`src/rtl/muldiv_unit.sv`:
```
// muldiv_unit: multi-cycle RV32M multiply/divide beside the EX-stage ALU.
// Radix-2 shift-add multiplier and restoring divider on shared hi/lo regs.
module muldiv_unit #(
  parameter  int N  = 32,
  localparam int CW = $clog2(N) + 1
) (
  input  logic         clk,
  input  logic         rst_n,
  input  logic         in_valid,
  output logic         in_ready,
  input  logic [2:0]   op,
  input  logic [N-1:0] A,
  input  logic [N-1:0] B,
  output logic         out_valid,
  input  logic         out_ready,
  output logic [N-1:0] result,
  output logic         div_by_zero,
  output logic         busy
);

  typedef enum logic [1:0] {IDLE, CALC, DONE} state_e;

  localparam logic [N-1:0]   ONE  = N'(1);
  localparam logic [2*N-1:0] ONE2 = (2*N)'(1);
  localparam logic [N-1:0]   MINV = {1'b1, {(N-1){1'b0}}};

  state_e        state_q, state_d;
  logic [CW-1:0] cnt_q, cnt_d;
  logic [2:0]    op_q, op_d;
  logic [N-1:0]  hi_q, hi_d;
  logic [N-1:0]  lo_q, lo_d;
  logic [N-1:0]  b_q, b_d;
  logic          qneg_q, qneg_d;
  logic          rneg_q, rneg_d;
  logic [N-1:0]  res_q, res_d;
  logic          dbz_q, dbz_d;

  logic          a_sgn, b_sgn, sa, sb;
  logic [N-1:0]  mag_a, mag_b;
  logic          dz, ovf;
  logic [N:0]    sum, shl, diff;
  logic [N-1:0]  hi_n, lo_n;
  logic [2*N-1:0] prod_s;
  logic [N-1:0]  quot_s, rem_s, fin;

  assign in_ready    = (state_q == IDLE);
  assign out_valid   = (state_q == DONE);
  assign busy        = (state_q != IDLE);
  assign result      = res_q;
  assign div_by_zero = dbz_q;

  // Operand sign decode and magnitude conversion at accept
  always_comb begin
    a_sgn = (op == 3'b001) || (op == 3'b010) ||
            (op == 3'b100) || (op == 3'b110);
    b_sgn = (op == 3'b001) || (op == 3'b100) ||
            (op == 3'b110);
    sa    = a_sgn & A[N-1];
    sb    = b_sgn & B[N-1];
    mag_a = sa ? ~A + ONE : A;
    mag_b = sb ? ~B + ONE : B;
    dz    = op[2] && (B == '0);
    ovf   = op[2] && !op[0] && (A == MINV) && (B == '1);
  end

  // One multiply or divide step, then sign fix-up and result select
  always_comb begin
    sum  = {1'b0, hi_q} + {1'b0, (lo_q[0] ? b_q : '0)};
    shl  = {hi_q, lo_q[N-1]};
    diff = shl - {1'b0, b_q};
    if (op_q[2]) begin
      hi_n = diff[N] ? shl[N-1:0] : diff[N-1:0];
      lo_n = {lo_q[N-2:0], ~diff[N]};
    end else begin
      hi_n = sum[N:1];
      lo_n = {sum[0], lo_q[N-1:1]};
    end
    prod_s = qneg_q ? ~{hi_n, lo_n} + ONE2 : {hi_n, lo_n};
    quot_s = qneg_q ? ~lo_n + ONE : lo_n;
    rem_s  = rneg_q ? ~hi_n + ONE : hi_n;
    fin    = '0;
    unique case (1'b1)
      (op_q == 3'b000):            fin = prod_s[N-1:0];
      (!op_q[2] && op_q != 3'b0):  fin = prod_s[2*N-1:N];
      (op_q[2] && !op_q[1]):       fin = quot_s;
      (op_q[2] && op_q[1]):        fin = rem_s;
      default:                     fin = '0;
    endcase
  end

  // Next-state logic: accept, iterate, hold result until taken
  always_comb begin
    state_d = state_q;
    cnt_d   = cnt_q;
    op_d    = op_q;
    hi_d    = hi_q;
    lo_d    = lo_q;
    b_d     = b_q;
    qneg_d  = qneg_q;
    rneg_d  = rneg_q;
    res_d   = res_q;
    dbz_d   = dbz_q;
    unique case (state_q)
      IDLE: begin
        if (in_valid) begin
          op_d   = op;
          hi_d   = '0;
          lo_d   = mag_a;
          b_d    = mag_b;
          qneg_d = sa ^ sb;
          rneg_d = sa;
          dbz_d  = 1'b0;
          cnt_d  = '0;
          if (dz) begin
            state_d = DONE;
            dbz_d   = 1'b1;
            res_d   = op[1] ? A : '1;
          end else if (ovf) begin
            state_d = DONE;
            res_d   = op[1] ? '0 : A;
          end else begin
            state_d = CALC;
          end
        end
      end
      CALC: begin
        hi_d  = hi_n;
        lo_d  = lo_n;
        cnt_d = cnt_q + CW'(1);
        if (cnt_q == CW'(N - 1)) begin
          state_d = DONE;
          cnt_d   = '0;
          res_d   = fin;
        end
      end
      DONE: begin
        if (out_ready) state_d = IDLE;
      end
      default: state_d = IDLE;
    endcase
  end

  // State and datapath registers
  always_ff @(posedge clk or negedge rst_n) begin
    if (!rst_n) begin
      state_q <= IDLE;
      cnt_q   <= '0;
      op_q    <= '0;
      hi_q    <= '0;
      lo_q    <= '0;
      b_q     <= '0;
      qneg_q  <= 1'b0;
      rneg_q  <= 1'b0;
      res_q   <= '0;
      dbz_q   <= 1'b0;
    end else begin
      state_q <= state_d;
      cnt_q   <= cnt_d;
      op_q    <= op_d;
      hi_q    <= hi_d;
      lo_q    <= lo_d;
      b_q     <= b_d;
      qneg_q  <= qneg_d;
      rneg_q  <= rneg_d;
      res_q   <= res_d;
      dbz_q   <= dbz_d;
    end
  end

endmodule

```
`config.mk`:
```
export PLATFORM = sky130hd
export DESIGN_NAME = muldiv_unit
export DESIGN_NICKNAME = d
export VERILOG_FILES = /design/src/rtl/muldiv_unit.sv
export SDC_FILE = /design/constraint.sdc
export NUM_CORES = 1
export LEC_CHECK = 0
export ABC_AREA = 1
export CAP_MARGIN = 20
export CORE_MARGIN = 5
export CORE_UTILIZATION = 55
export DETAILED_ROUTE_END_ITERATION = 7
export GPL_ROUTABILITY_DRIVEN = 0
export MAX_ROUTING_LAYER = met4
export PLACE_DENSITY_LB_ADDON = 0.25
export SYNTH_ARGS = -nofsm -noshare
export SYNTH_HDL_FRONTEND = slang
export SYNTH_SLANG_ARGS = --single-unit
```
`constraint.sdc`:
```
create_clock -name clk -period 8.5 [get_ports clk]
set_input_delay 0.85 -clock clk [delete_from_list [all_inputs] [get_ports clk]]
set_output_delay 0.85 -clock clk [all_outputs]
set_load 0.005 [all_outputs]
```
==> metrics.txt, run 1 <==
post-synthesis sequential area ratio=20.8%; Overflow after GRT=0; die width=186 um; cell family with most CP delay=simple AND/OR/NAND/NOR gates; unrepaired setup endpoints after global routing=no; setup TNS=0 ps; WP data required=8840 ps; CP Buf/Inv Count=3; final core area utilization=62.2%; commonest non-fill, non-tap cell in the layout=nand2_1; worst hold margin=422 ps; FMAX=0.200 GHz; post-synthesis cell type count=56; post-synthesis async set-or-reset flop share=100%; # hold bufs at CTS=0; Sink Count=142; post-DP HPWL=49,500 um; area grow syn2layout=11.6%; Slew headroom=25.5%; routed len/inst=19.1 um; largest net degree at the start of global routing=75; maxcap violations=0; Via density=6.09; Nets=3,091; layout cell share with drive strength beyond 1=5.78%; synth warn=0; number of synthesized flops with an enable pin=0; GRT Util Overall=36.4%; Final Worst Setup Slack=3490 ps; status=completed; core box area=30,700 um2; Critical Path Start Type=flip-flop; vias in the first global route=18,919; final instance area=19,100 um2; worst slack, placed=3610 ps; endpoint type of the worst setup path=flip-flop; I/O Pins=107; H-tree depth=4; largest stage delay on the critical path=420 ps; Num CTS Buffers=17; CTS clk-pin slew, worst paths=70 ps; Yosys top cell area share=20.8%; Reg2Reg Depth=33; Cell Area, Synth=17,100 um2; DRC viols=0; CTS tree=done; LEAKAGE=9.51 nW; Post-DRT Antenna Nets=0; CP Depth=33; CP Max Fanout=30; CP Launch Point=lo_q[31]$_DFFE_PN0P_; HP Class=primary input to async pin; CP arrival=5350 ps; worst vdd ir=0.283 mV; Core Rows=64; CTS Root Cell=clkbuf_16; Most used DFF post-synth=dfrtp_1; Setup Buffers After CTS=0; Clock Latency Late Sink=450 ps; dominant cells by area after synthesis=dfrtp_1 (21%), nand2_1 (20%), inv_1 (8.0%); Crit-path slowest cell=fa_1; first-pass GRT wire length=101,000 um; endpoints failing hold=0; Initial DRC Count=3,022; crit path time final=5010 ps; CTS resizes=0; post-synthesis cell count=2,902; Die Area=34,700 um2; DP Area=18,400 um2; WS Path Type=flip-flop to flip-flop; worst r2r src=lo_q[31]$_DFFE_PN0P_; most frequent cells in the layout=nand2_1 (916), inv_1 (364), nand3_1 (271); Starting Density=55.8%; Setup Viol. Count Final=0; most numerous cell on the critical path=nand2_1; syn_nets=3,045; port bufs=106; Slew @ Worst Pin=1110 ps; routed vias=20,439; die height=186 um; fin crit share=58.9%; Pre-Repair DR Iteration Count=8; Layout Skew=12.9 ps; Yosys reg bits=142; Pwr Density=485 nW/um2; max-slew violations=0; Syn Area/Cell=5.89 um2; post-synth top area cell=dfrtp_1; initial antenna violation count=0; drt total wl=64,300 um; clock buffer depth=2
[layer usage]
metal	GRT usage (%)	wire [um]	vias to the layer above
met5	-	0	-
met4	16.4	3590	0
met2	51.5	26300	1409
met1	49.5	26000	9213
li1	-	-	9529
met3	8.46	8380	288
[synthesized netlist by cell type (6+ instances only)]
library cell,number
nand2_1,916
inv_1,366
nand3_1,272
nor2_1,258
o21ai_0,175
dfrtp_1,142
a21oi_1,99
ha_1,70
clkbuf_1,68
xor2_1,67
nand4_1,45
nor3_1,44
nand2_2,39
o21bai_1,39
xnor2_1,35
a31oi_1,32
o221ai_1,20
o211ai_1,19
buf_2,18
nand3b_1,18
inv_2,16
nor2_2,16
o21ai_1,14
o22ai_1,12
nand3_2,9
nand2_4,8
nor4_1,6
[registers in the layout, indices dropped and copies added, names as in the netlist]
name         count
b_q             32
hi_q            32
lo_q            32
result          32
cnt_q            6
op_q             3
state_q          2
div_by_zero      1
qneg_q           1
rneg_q           1
[worst paths after layout]
path                                          end  slack, ps
max reg2reg                result[30]$_DFFE_PN0P_       3490
min in group clk           result[11]$_DFFE_PN0P_        480
min                          hi_q[20]$_DFFE_PN0P_        420
max                        result[30]$_DFFE_PN0P_       3490
min reg2reg                result[11]$_DFFE_PN0P_        480
max in group asynchronous     op_q[2]$_DFFE_PN0P_       6470
[final cells by class]
cell class | count | area (um2)
diodes | 1 | 2.50
clock buffers | 18 | 429
clock inverters | 14 | 204
fillers | 2886 | 11600
inverters | 385 | 1450
multi-input cells | 2278 | 11700
flip-flops and latches | 142 | 3560
well taps | 396 | 495
repair buffers | 124 | 1260
[logic make-up (layout without fill, tap and decap cells)]
group           count (synthesis)  after routing  share of synthesized area (%)
simple gates                 1654           1654                           42.0
buf+inv                       482            541                           10.9
compound gates                445            445                           15.4
flops                         142            142                           20.8
xor+xnor                      102            102                           5.22
fa+ha+maj                      77             77                           5.65
other cells                     0              1                              0
[metrics by stage]
stage                     total power, mW  cells
after detailed placement             8.05   3322
after floorplan                      6.14   2902
final                                9.26   3358
after global routing                 9.94   3357
after CTS                            8.93   3354
after global placement               7.93   3322
[power by group]
group	total [mW]	leakage, nW	internal, mW	switching, mW
clock network	0.850	0.299	0.497	0.353
registers	1.35	1.79	0.990	0.362
logic	7.06	7.42	2.17	4.89
total	9.26	9.51	3.66	5.61
Power figures use the tool's default switching activity.
==> run 2, diff against run 1 <==
- clock period: 8.5 -> 4.2 ns (I/O delays scaled with it)
==> run 2 against run 1 <==
Against the previous run: the flow now finishes with violations (hold timing); power increased by 120%; non-clock buffer count increased by 83; clock-buffer cell count decreased by 1; cell count increased by 2.5%; global-route usage increased by 1.2 points; combinational power increased by 120%; critical endpoint is now result[2]$_DFFE_PN0P_.
==> metrics.txt, run 2 (same netlist as run 1, synthesis figures left out) <==
Via density=6.10 (+0.22%); Starting Density=55.8% (unchanged); Num CTS Buffers=17 (unchanged); failing checks=hold timing; Die Area=34,700 um2 (unchanged); WP data required=4540 ps (-4300 ps); worst vdd ir=0.539 mV (+90%); port bufs=106 (unchanged); DRC viols=0 (unchanged); endpoints failing hold=6 (+6); CTS clk-pin slew, worst paths=70 ps (about the same); WL met1=25,600 um (-1.4%); vias in the first global route=19,356 (+2.3%); fin crit share=98.7% (+40 points); Sink Count=142 (unchanged); WS Path Type=flip-flop to flip-flop; uppermost routed layer=met4; GRT Util Overall=37.6% (+1.2 points); final instance area=19,900 um2 (+4.3%); initial antenna violation count=1 (+1); maxcap violations=0 (unchanged); H-tree depth=4 (unchanged); HP Class=primary input to async pin; worst slack, placed=15.3 ps (-3590 ps); worst hold margin=-39.6 ps (-462 ps); most frequent cells in the layout=nand2_1 (907), inv_1 (361), nand3_1 (266); Reg2Reg Depth=32 (-3.0%); die width=186 um (unchanged); FMAX=0.241 GHz (+21%); endpoint type of the worst setup path=flip-flop; CTS Root Cell=clkbuf_16; status=complete, but fails checks; layout cell share with drive strength beyond 1=9.46% (+3.7 points); Setup Viol. Count Final=0 (unchanged); worst r2r src=lo_q[31]$_DFFE_PN0P_; area grow syn2layout=16.4%; CP Max Fanout=3 (-90%); I/O Pins=107 (unchanged); most numerous cell on the critical path=nand2_4; Critical Path Start Type=flip-flop; LEAKAGE=9.96 nW (+4.7%); Initial DRC Count=2,805 (-7.2%); Post-DRT Antenna Nets=0 (unchanged); Core Rows=64 (unchanged); crit path time final=4140 ps (-865 ps); # hold bufs at CTS=0 (unchanged); core box area=30,700 um2 (unchanged); Final Non-Filler Cells=3,441 (+2.5%); final core area utilization=64.9% (+2.7 points); Final Worst Setup Slack=55.1 ps (-3430 ps); Crit-path slowest cell=dfrtp_1; CTS tree=done; Slew @ Worst Pin=1110 ps (+1.53 ps); first-pass GRT wire length=103,000 um (+2.7%); die height=186 um (unchanged); routed vias=20,990 (+2.7%); met2 WL=27,900 um (+6.0%); unrepaired setup endpoints after global routing=yes; DP Area=19,000 um2 (+3.3%); routed length on met3=9520 um (+14%); drt total wl=66,700 um (+3.7%); post-DP HPWL=51,800 um (+4.6%); R2R Path End=result[2]$_DFFE_PN0P_; CP arrival=4490 ps (-860 ps); largest net degree at the start of global routing=92 (+23%); Overflow after GRT=0 (unchanged); Clock Latency Late Sink=470 ps (+20 ps); Cells after DPL=3,396 (+2.2%); largest stage delay on the critical path=400 ps (-20 ps); Pwr Density=1000 nW/um2 (+110%); max-slew violations=0 (unchanged); Slew headroom=25.6% (+0.090 points); commonest non-fill, non-tap cell in the layout=nand2_1; clock buffer depth=2 (unchanged); Layout Skew=17.3 ps (+4.44 ps); Pre-Repair DR Iteration Count=8 (unchanged); Nets=3,174 (+2.7%); routed len/inst=19.4 um (+1.2%); FF-to-FF setup slack=60 ps (-3430 ps)
-- run 2: cell types whose count changed in the layout (fill, tap and decap cells not counted), sizes merged --
cell / change
inv: +6
clkbuf: -1
clkinvlp: -3
clkinv: -1
bufinv: -1
buf: +83
-- run 2: area by class of cell --
class | count | area (um2)
Inverter | 385 | 1450
Antenna cell | 1 | 2.50
Timing Repair Buffer | 207 | 1890
Multi-Input combinational cell | 2278 | 11900
Sequential cell | 142 | 3560
Clock buffer | 17 | 425
Clock inverter | 15 | 215
Tap cell | 396 | 495
Fill cell | 2822 | 10800
-- run 2: worst max-delay path by stage --
stage / endpoint / cells past startpoint / slack [ps] / startpoint
finish: result[2]$_DFFE_PN0P_ / 32 / 60 / lo_q[31]$_DFFE_PN0P_
global route: result[30]$_DFFE_PN0P_ / 35 / -150 / lo_q[31]$_DFFE_PN0P_
CTS: result[30]$_DFFE_PN0P_ / 34 / 0.3 / lo_q[31]$_DFFE_PN0P_
detailed placement: result[30]$_DFFE_PN0P_ / 34 / 20 / lo_q[31]$_DFFE_PN0P_
global placement: result[30]$_DFFE_PN0P_ / 29 / 130 / b_q[31]$_DFFE_PN0P_
floorplan: result[24]$_DFFE_PN0P_ / 36 / 230 / lo_q[31]$_DFFE_PN0P_
-- run 2: metal layers --
metal	up-vias	track usage, %
met5	-	-
met2	1497	54.2
met3	268	11.9
met1	9537	48.4
met4	0	16.2
li1	9688	-
-- run 2: power by group --
part           switching [mW]  internal (mW)  leakage, nW
logic                    10.5           5.12         7.85
clock network           0.769          0.974        0.318
registers               0.618           2.01         1.79
total                    11.9           8.10         9.96
-- run 2: what timing repair did --
item	4_1_cts	5_1_grt
buffers inserted	6	7
gates resized for setup	8	42
endpoints found under the setup margin	14	30
pin swaps	4	22
-- run 2: per-stage QoR --
step	setup TNS, ps	total power, mW	hold WS [ps]
2_1_floorplan	0	12.4	124
3_3_place_gp	0	16.8	462
3_5_place_dp	0	17.2	465
4_1_cts	0	19.0	6.87
5_1_grt	-866	21.4	26.9
6_report	0	20.0	-39.6
-- run 2: worst max-delay path, delay by kind of cell, from the launching register on --
family / cells / cell delay [ps]
buffers and inverters: 5 / 330
and+or+nand+nor: 20 / 1820
adders and majority gates: 3 / 650
DFF: 1 / 400
AOI/OAI and AO/OA: 3 / 610
xor gates and xnor gates: 1 / 210
